`config.mk`:
```
export PLATFORM = sky130hd
export DESIGN_NAME = traceback_stream
export DESIGN_NICKNAME = d
export VERILOG_FILES = /design/src/rtl/traceback_stream.sv
export SDC_FILE = /design/constraint.sdc
export NUM_CORES = 1
export LEC_CHECK = 0
export ABC_AREA = 1
export CORE_MARGIN = 5
export CORE_UTILIZATION = 30
export CTS_BUF_LIST = sky130_fd_sc_hd__clkbuf_8
export DETAILED_ROUTE_END_ITERATION = 6
export GPL_TIMING_DRIVEN = 0
export PLACE_DENSITY = 0.68
export SETUP_SLACK_MARGIN = 0.5
export SLEW_MARGIN = 20
export SYNTH_ARGS = -nofsm -noshare
export SYNTH_HDL_FRONTEND = slang
export SYNTH_SLANG_ARGS = --single-unit
export TNS_END_PERCENT = 100
```
`constraint.sdc`:
```
create_clock -name clk -period 3.1 [get_ports clk]
set_clock_uncertainty 0.15 [all_clocks]
set_input_delay 0.62 -clock clk [delete_from_list [all_inputs] [get_ports clk]]
set_output_delay 0.62 -clock clk [all_outputs]
set_load 0.005 [all_outputs]
```
`src/rtl/traceback_stream.sv`:
```
// Streaming traceback engine: walks the alignment matrix backwards from a
// start cell, reading one direction packet per step from matrix memory, and
// emits one aligned column (query symbol, database symbol) per beat, framed
// by marker beats at the start and end of each alignment.
module traceback_stream #(
    parameter int SEQ_LENGTH   = 32,
    parameter int SEQ_LENGTH_W = $clog2(SEQ_LENGTH),
    parameter int LETTER_WIDTH = 2,
    parameter int LEN_W        = $clog2(2*SEQ_LENGTH+1)
) (
    input  logic                               clk,
    input  logic                               rst_n,
    input  logic                               start,
    input  logic                               abort,
    input  logic [SEQ_LENGTH_W-1:0]            max_row,
    input  logic [SEQ_LENGTH_W-1:0]            max_col,
    output logic                               busy,
    output logic                               done,
    output logic                               err,
    output logic                               mem_rd_en,
    output logic [SEQ_LENGTH_W-1:0]            mem_rd_row,
    output logic [SEQ_LENGTH_W-1:0]            mem_rd_col,
    input  logic                               mem_rd_valid,
    input  logic [2:0]                         mem_rd_data,
    input  logic [SEQ_LENGTH*LETTER_WIDTH-1:0] query_seq,
    input  logic [SEQ_LENGTH*LETTER_WIDTH-1:0] database_seq,
    output logic                               out_valid,
    input  logic                               out_ready,
    output logic [LETTER_WIDTH:0]              query_out,
    output logic [LETTER_WIDTH:0]              database_out,
    output logic                               out_last,
    output logic [LEN_W-1:0]                   align_len
);

    // Symbol encodings: letter = {0, code}, gap = {1, zeros}, marker = all ones
    localparam logic [LETTER_WIDTH:0] MARKER  = '1;
    localparam logic [LETTER_WIDTH:0] GAP     = {1'b1, {LETTER_WIDTH{1'b0}}};
    localparam logic [LEN_W-1:0]      LEN_MAX = LEN_W'(2*SEQ_LENGTH);

    typedef enum logic [2:0] {
        IDLE,
        START_MARK,
        FETCH,
        WAIT,
        EMIT,
        END_MARK
    } state_t;

    state_t                    state_q, state_d;
    logic [SEQ_LENGTH_W-1:0]   row_q, row_d;
    logic [SEQ_LENGTH_W-1:0]   col_q, col_d;
    logic [LEN_W-1:0]          len_q, len_d;
    logic                      err_q, err_d;
    logic                      done_q, done_d;
    logic [1:0]                dir_q, dir_d;

    logic [LETTER_WIDTH-1:0]   query_arr    [SEQ_LENGTH];
    logic [LETTER_WIDTH-1:0]   database_arr [SEQ_LENGTH];
    logic [LEN_W-1:0]          len_inc;
    logic                      dec_row;
    logic                      dec_col;
    logic                      underflow;
    logic                      rd_is_stop;

    // Unpack the flat letter vectors so a row/col index selects a letter directly
    for (genvar i = 0; i < SEQ_LENGTH; i++) begin : g_unpack
        assign query_arr[i]    = query_seq[i*LETTER_WIDTH +: LETTER_WIDTH];
        assign database_arr[i] = database_seq[i*LETTER_WIDTH +: LETTER_WIDTH];
    end

    // Direction bit 1 moves up (TOP/DIAG), bit 0 moves left (LEFT/DIAG)
    assign dec_row    = dir_q[1];
    assign dec_col    = dir_q[0];
    assign underflow  = (dec_row && (row_q == '0)) || (dec_col && (col_q == '0));
    assign len_inc    = (len_q == LEN_MAX) ? len_q : len_q + 1'b1;
    assign rd_is_stop = mem_rd_data[2] || (mem_rd_data[1:0] == 2'b00);

    // Next-state and datapath updates; abort overrides every other transition
    always_comb begin
        state_d = state_q;
        row_d   = row_q;
        col_d   = col_q;
        len_d   = len_q;
        err_d   = err_q;
        done_d  = 1'b0;
        dir_d   = dir_q;
        if (abort && (state_q != IDLE)) begin
            state_d = IDLE;
        end else begin
            case (state_q)
                IDLE: begin
                    if (start) begin
                        state_d = START_MARK;
                        row_d   = max_row;
                        col_d   = max_col;
                        len_d   = '0;
                        err_d   = 1'b0;
                    end
                end
                START_MARK: begin
                    if (out_ready) begin
                        state_d = FETCH;
                    end
                end
                FETCH: begin
                    state_d = WAIT;
                end
                WAIT: begin
                    if (mem_rd_valid) begin
                        dir_d   = mem_rd_data[1:0];
                        state_d = rd_is_stop ? END_MARK : EMIT;
                    end
                end
                EMIT: begin
                    if (out_ready) begin
                        len_d = len_inc;
                        if (underflow) begin
                            err_d   = 1'b1;
                            state_d = END_MARK;
                        end else begin
                            if (dec_row) begin
                                row_d = row_q - 1'b1;
                            end
                            if (dec_col) begin
                                col_d = col_q - 1'b1;
                            end
                            if (len_inc == LEN_MAX) begin
                                err_d   = 1'b1;
                                state_d = END_MARK;
                            end else begin
                                state_d = FETCH;
                            end
                        end
                    end
                end
                END_MARK: begin
                    if (out_ready) begin
                        done_d  = 1'b1;
                        state_d = IDLE;
                    end
                end
                default: begin
                    state_d = IDLE;
                end
            endcase
        end
    end

    // State and datapath registers, cleared asynchronously by reset
    always_ff @(posedge clk or negedge rst_n) begin
        if (!rst_n) begin
            state_q <= IDLE;
            row_q   <= '0;
            col_q   <= '0;
            len_q   <= '0;
            err_q   <= 1'b0;
            done_q  <= 1'b0;
            dir_q   <= 2'b00;
        end else begin
            state_q <= state_d;
            row_q   <= row_d;
            col_q   <= col_d;
            len_q   <= len_d;
            err_q   <= err_d;
            done_q  <= done_d;
            dir_q   <= dir_d;
        end
    end

    // Stream outputs decoded from the current state and captured direction
    always_comb begin
        out_valid    = 1'b0;
        out_last     = 1'b0;
        query_out    = '0;
        database_out = '0;
        case (state_q)
            START_MARK: begin
                out_valid    = 1'b1;
                query_out    = MARKER;
                database_out = MARKER;
            end
            EMIT: begin
                out_valid    = 1'b1;
                query_out    = dec_col ? {1'b0, query_arr[col_q]} : GAP;
                database_out = dec_row ? {1'b0, database_arr[row_q]} : GAP;
            end
            END_MARK: begin
                out_valid    = 1'b1;
                out_last     = 1'b1;
                query_out    = MARKER;
                database_out = MARKER;
            end
            default: begin
                out_valid = 1'b0;
            end
        endcase
    end

    assign busy       = (state_q != IDLE);
    assign done       = done_q;
    assign err        = err_q;
    assign align_len  = len_q;
    assign mem_rd_en  = (state_q == FETCH);
    assign mem_rd_row = row_q;
    assign mem_rd_col = col_q;

endmodule

```
==> flow_summary_export.csv, run 1 <==
group,metric,value,unit
routing,drt-wirelength-per-cell,15.7,µm
worst_setup_path,startpoint_type,"input port",
synthesis,synth_ff_type,"dfrtp_1",
outcome,status,"completed",
synthesis,synth_area,0.00283,mm²
layout,diodes,0,
place,dp_cells,794,
place,hpwlAfterDp,9.76,mm
run,maxCapViolCount,0,
power_and_ir_drop,power,0.00400,W
power_and_ir_drop,p_leak,2.43,nW
global_route,grt_max_degree,25,
die,die_width,107,µm
routing,first_pass_iters,4,
synthesis,avgSynthCellArea,5.78,µm²
clocking,clock_sinks,24,
synthesis,synth-seq-cells,24,
synthesis,synth_area_leader_cell,"dfrtp_1",
die,fp.dieH,107,µm
synthesis,synth_nets,643,
timing,rsz0062_at_grt,"yes",
timing,hold_viol,0,
synthesis,synth_cells,490,
clocking,insertion_delay,260,ps
synthesis,synth_edf_count,0,
timing,report.final.setup_viol,0,
synthesis,netlist-cell-type-count,34,
timing,min_period_over_period,0.846,
synthesis,ys_seq_area_frac,0.212,
worst_setup_path,required,2330,ps
layout,drive_above_1_share,0.132,
global_route,grt_use_total,0.201,
routing,drt_iter0_markers,257,
power_and_ir_drop,ir_drop,0.446,mV
worst_setup_path,crit_path_end_kind,"output port",
die,start_util,0.307,
timing,fin_hold_ws,191,ps
worst_setup_path,rr_worst_depth,12,
synthesis,synthTopCellsByCount,"nor2_1 (104), nand2_1 (99), o21ai_0 (76)",
die,core-area,0.00924,mm²
clocking,htreeDepth,1,
synthesis,ys.warnings.count,0,
timing,worstMarginPinSlew,573,ps
synthesis,synth.most_common_cell,"nor2_1",
layout,fin_cells,817,
worst_setup_path,critPathMaxFanout,1,
clocking,cts_buffers,3,
die,die_area,0.0115,mm²
worst_setup_path,crit_family,"buffers and inverters",
routing,ant_nets,0,
worst_setup_path,r2r_slack,990,ps
timing,timing.final.crit_period,2620,ps
routing,drc,0,
layout,areaGrowthSynthToFinish,84.2,%
worst_setup_path,path_buf_inv,2,
global_route,grt_first_pass_wirelength,18.9,mm
global_route,grt_overflow,0,
routing,viasPerCell,4.95,
worst_setup_path,r2r_end,"mem_rd_row[0]",
worst_setup_path,r2r_start,"mem_rd_row[0]",
layout,fin_area,0.00522,mm²
worst_setup_path,path_cells,"clkdlybuf4s50_1, o21ai_1, o21ai_1, nand2_1, nand3_1, nand2_1, nand2_1, nand3_1, nand2_1, buf_2",
worst_setup_path,arrival,1850,ps
clocking,clk_path_buf_depth,2,
place,port-buffer-count,175,
timing,relSlewSlack,0.618,
place,placed_cell_area,0.00474,mm²
power_and_ir_drop,power_per_cell_area,767,mW/mm²
layout,fin_nets,843,
worst_setup_path,slowest_delay,460,ps
routing,routed_wirelength,12.9,mm
worst_setup_path,critical_path_class,"input port to output port",
global_route,antenna_found_initial,0,
clocking,cts_hold_buf,0,
routing,vias,4046,
clocking,cts_root_buffer,"clkbuf_8",
timing,slew_viol_final,0,
die,pin_count,176,
worst_setup_path,crit_top_cell,"nand2_1",
timing,fmax,0.381,GHz
synthesis,synth_top_area_frac,0.212,
synthesis,synthTopCellsByArea,"dfrtp_1 (21%), nor2_1 (14%), o21ai_0 (13%)",
worst_setup_path,crit_slowest_cell,"clkdlybuf4s50_1",
place,place_congestion,0.868,
clocking,path_clk_slew,80,ps
clocking,cts_tree,"yes",
synthesis,postSynth.asyncResetShare,1.00,
hold_path,min_path_type,"input port to async pin",
global_route,grt_pass1_vias,3817,
die,rows,35,
timing,fin_setup_tns,0,ps
where the power goes:
group | switching (W) | leakage, nW | internal (W)
registers | 0.000112 | 0.303 | 0.000419
clock network | 0.0000992 | 0.0216 | 0.0000869
logic | 0.00176 | 2.10 | 0.00153
total | 0.00197 | 2.43 | 0.00203
layer usage:
metal / track usage / wire length [µm]
met2: 0.348 / 6400
met5: 0 / 0
met1: 0.267 / 5510
met4: 0.0265 / 156
met3: 0.0355 / 781
placed cells by master (no fill, tap or decap), types with 2 or more instances in the layout:
cell,count
clkdlybuf4s50_1,127
nand2_1,98
nor2_1,96
o21ai_1,57
nand3_1,37
dlygate4sd2_1,33
inv_1,28
o21ai_0,28
dfrtp_1,22
buf_4,17
a21oi_1,15
o22ai_1,13
buf_6,11
dlymetal6s2s_1,10
buf_2,9
buf_8,8
o211ai_1,8
o21ai_2,6
ha_1,6
nor2_4,5
nor2_2,5
clkbuf_8,5
xor2_1,4
inv_2,3
nand2_4,3
nand4_1,3
mux2i_1,3
clkbuf_16,3
nor3_1,2
or2_4,2
nand2_2,2
nand3_4,2
dfrtp_2,2
metrics by stage:
| step | utilization | setup slack (ps) |
|---|---|---|
| final | 0.565 | 478 |
| after CTS | 0.532 | 482 |
| after global routing | 0.565 | 350 |
| after global placement | 0.514 | -50.2 |
| after floorplan | - | 960 |
| after detailed placement | 0.513 | -37.8 |
logic make-up (layout without fill, tap and decap cells):
group                    Yosys count  in the layout  synth area share
AND/OR/NAND/NOR                  256            256             0.384
AO/OA/AOI/OAI                    134            134             0.257
buffers and inverters             63            261            0.0976
flip-flops                        24             24             0.212
adder cells (fa/ha/maj)            6              6            0.0265
XOR/XNOR                           4              4            0.0124
multiplexers                       3              3            0.0106
flip-flops by register name (all words and copies together), names as in the netlist:
| signal | cells |
|---|---|
| state_q | 3 |
| done | 1 |
| mem_rd_col | 5 |
| align_len | 7 |
| err | 1 |
| mem_rd_row | 5 |
| dir_q | 2 |
how the worst max path moves through the flow:
stage                      from  cells past startpoint  slack, ps         endpoint
2_1_floorplan  database_seq[33]                      9        960  database_out[1]
3_5_place_dp   database_seq[33]                     11        -40  database_out[1]
5_1_grt           mem_rd_row[0]                     10        350  database_out[0]
6_report           query_seq[2]                     10        480     query_out[0]
4_1_cts        database_seq[35]                     12        480  database_out[1]
3_3_place_gp   database_seq[33]                     11        -50  database_out[1]
area by class of cell:
class / instances / area [µm²]
flip-flops and latches: 24 / 603
clock buffers: 3 / 41.3
plain buffers: 27 / 304
multi-input cells: 403 / 2040
fillers: 910 / 4020
inverters: 36 / 161
repair buffers: 195 / 1910
well taps: 129 / 161
timing repair:
item,CTS,global route
buffers inserted,6,9
cloned,0,5
resized for setup,139,57
endpoints found under the setup margin,7,7
pin swaps,63,41
worst reg2reg max path, delay by kind of cell, from the launching register on:
kind                       cells  cell delay, ps
buffers and inverters          5             610
DFF                            1             410
and+or+nand+nor                4             340
AOI/OAI and AO/OA              2             330
adders and majority gates      1             200
(Power assumes the default switching activity.)
==> run 2, diff against run 1 <==
--- a/config.mk
+++ b/config.mk
@@ -11,7 +11,7 @@
 export CTS_BUF_LIST = sky130_fd_sc_hd__clkbuf_8
 export DETAILED_ROUTE_END_ITERATION = 6
 export GPL_TIMING_DRIVEN = 0
-export PLACE_DENSITY = 0.68
+export PLACE_DENSITY = 0.7
 export SETUP_SLACK_MARGIN = 0.5
 export SLEW_MARGIN = 20
 export SYNTH_ARGS = -nofsm -noshare
==> constraint.sdc (replaced) <==
create_clock -name clk -period 2.35 [get_ports clk]
set_clock_uncertainty 0.15 [all_clocks]
set_input_delay 0.47 -clock clk [delete_from_list [all_inputs] [get_ports clk]]
set_output_delay 0.47 -clock clk [all_outputs]
set_load 0.005 [all_outputs]
==> flow_summary_export.csv, run 2 (synthesis gave the netlist of run 1 again) <==
group,metric,value,unit
layout,fin_area,0.00594,mm²
worst_setup_path,required,1730,ps
routing,routed_wirelength,14.0,mm
timing,min_period_over_period,1.05,
routing,viasPerCell,5.06,
worst_setup_path,rr_worst_depth,12,
global_route,antenna_found_initial,0,
routing,drc,0,
layout,largest_register_ffs,7,
layout,diodes,0,
worst_setup_path,crit_path_end_kind,"output port",
routing,ant_nets,0,
routing,drt_iter0_markers,260,
die,die_area,0.0115,mm²
worst_setup_path,critPathMaxFanout,1,
timing,report.final.setup_viol,4,
power_and_ir_drop,p_leak,2.67,nW
die,pin_count,176,
die,fp.dieH,107,µm
timing,fmax,0.405,GHz
layout,areaGrowthSynthToFinish,110,%
die,rows,35,
layout,final_common_cell,"clkdlybuf4s50_1",
worst_setup_path,critical_path_class,"input port to output port",
clocking,path_clk_slew,90,ps
worst_setup_path,r2r_slack,210,ps
outcome,status,"finished, violations left",
timing,slew_viol_final,0,
global_route,grt_pass1_vias,4174,
timing,worstMarginPinSlew,592,ps
outcome,violations,"negative setup slack",
clocking,clock_sinks,24,
power_and_ir_drop,ir_drop,0.644,mV
worst_setup_path,startpoint_type,"input port",
place,placed_cell_area,0.00481,mm²
worst_setup_path,r2r_start,"state_q[1]",
layout,fin_cells,859,
run,maxCapViolCount,0,
die,start_util,0.307,
layout,fin_nets,884,
clocking,insertion_delay,280,ps
die,die_width,107,µm
timing,rsz0062_at_grt,"yes",
global_route,grt_use_total,0.219,
power_and_ir_drop,power_per_cell_area,1080,mW/mm²
timing,timing.final.ws_setup,-120,ps
worst_setup_path,r2r_end,"mem_rd_col[1]",
routing,vias,4344,
power_and_ir_drop,power,0.00639,W
clocking,cts_hold_buf,0,
worst_setup_path,arrival,1850,ps
place,dp_cells,794,
global_route,grt_max_degree,25,
clocking,clk_path_buf_depth,2,
die,core-area,0.00924,mm²
global_route,grt_overflow,0,
timing,relSlewSlack,0.605,
routing,drt-wirelength-per-cell,16.3,µm
clocking,htreeDepth,1,
timing,timing.final.crit_period,2470,ps
place,port-buffer-count,175,
place,place_congestion,0.886,
hold_path,min_path_type,"input port to async pin",
routing,first_pass_iters,7,
clocking,cts_tree,"yes",
layout,drive_above_1_share,0.267,
layout,layout_common_cells,"clkdlybuf4s50_1 (152), nand2_1 (90), nor2_1 (83)",
clocking,cts_buffers,3,
timing,hold_viol,0,
global_route,grt_first_pass_wirelength,20.4,mm
clocking,cts_root_buffer,"clkbuf_8",
place,hpwlAfterDp,9.87,mm
run 2: changes by cell type in the layout (fill, tap and decap cells not counted), sizes merged:
cell | previous run | this run
buf | 46 | 93
nand3 | 40 | 41
clkbuf | 9 | 8
dlygate4sd2 | 33 | 5
dlymetal6s2s | 10 | 7
bufinv | 0 | 1
clkdlybuf4s50 | 127 | 152
run 2: power by group:
| part | internal (W) | leakage [nW] | switching [W] |
|---|---|---|---|
| Sequential | 0.000557 | 0.297 | 0.000126 |
| Combinational | 0.00255 | 2.34 | 0.00278 |
| Clock | 0.000228 | 0.0357 | 0.000155 |
run 2: what timing repair did:
action | in CTS | in global routing
buffers inserted | 43 | 11
endpoints found under the hold margin | 0 | 0
cloned | 6 | 1
gates resized for setup | 162 | 80
pin swaps | 46 | 29
endpoints found under the setup margin | 34 | 37
run 2: routing by layer:
| metal | vias up | share of wire | wire length [µm] | track usage |
|---|---|---|---|---|
| met5 | - | 0 | 0 | 0 |
| met2 | 179 | 0.51 | 7120 | 0.378 |
| met4 | 0 | 0.025 | 348 | 0.0575 |
| li1 | 2129 | - | - | - |
| met1 | 2010 | 0.41 | 5740 | 0.288 |
| met3 | 26 | 0.058 | 818 | 0.0265 |
run 2: worst max path at each step:
stage                  start           end  slack [ps]  cells past startpoint
2_1_floorplan  mem_rd_col[0]  query_out[0]         500                     11
3_3_place_gp   query_seq[18]  query_out[0]        -450                     12
3_5_place_dp   query_seq[18]  query_out[0]        -470                     12
4_1_cts        mem_rd_col[0]  query_out[0]         -80                     12
5_1_grt        mem_rd_col[0]  query_out[0]        -220                     12
6_report       query_seq[58]  query_out[0]        -120                     12
run 2: layout make-up:
| class | count | area (µm²) |
|---|---|---|
| Inverter | 36 | 173 |
| Timing Repair Buffer | 235 | 2290 |
| Fill cell | 816 | 3300 |
| Clock buffer | 3 | 41.3 |
| Multi-Input combinational cell | 404 | 2310 |
| Buffer | 27 | 320 |
| Clock inverter | 1 | 30.0 |
| Tap cell | 129 | 161 |
| Sequential cell | 24 | 608 |
run 2: metrics by stage:
stage / TNS, ps / setup WS, ps / hold slack (ps) / util
3_5_place_dp: -1790 / -472 / 343 / 0.521
3_3_place_gp: -1730 / -451 / 349 / 0.521
4_1_cts: -239 / -79.2 / 52.1 / 0.606
6_report: -331 / -120 / 32.9 / 0.643
5_1_grt: -754 / -222 / 81.4 / 0.643
2_1_floorplan: 0 / 498 / 24.4 / -
run 2: worst max-delay path: stages:
cell             delay (ps)
clkdlybuf4s50_1         450
inv_1                    60
a21oi_4                 130
o21ai_1                  80
o21ai_1                 110
nand2_1                  90
nand3_2                  80
nand2_1                  60
nand2_1                  60
nand3_1                  70
nand2_1                  70
buf_2                   110
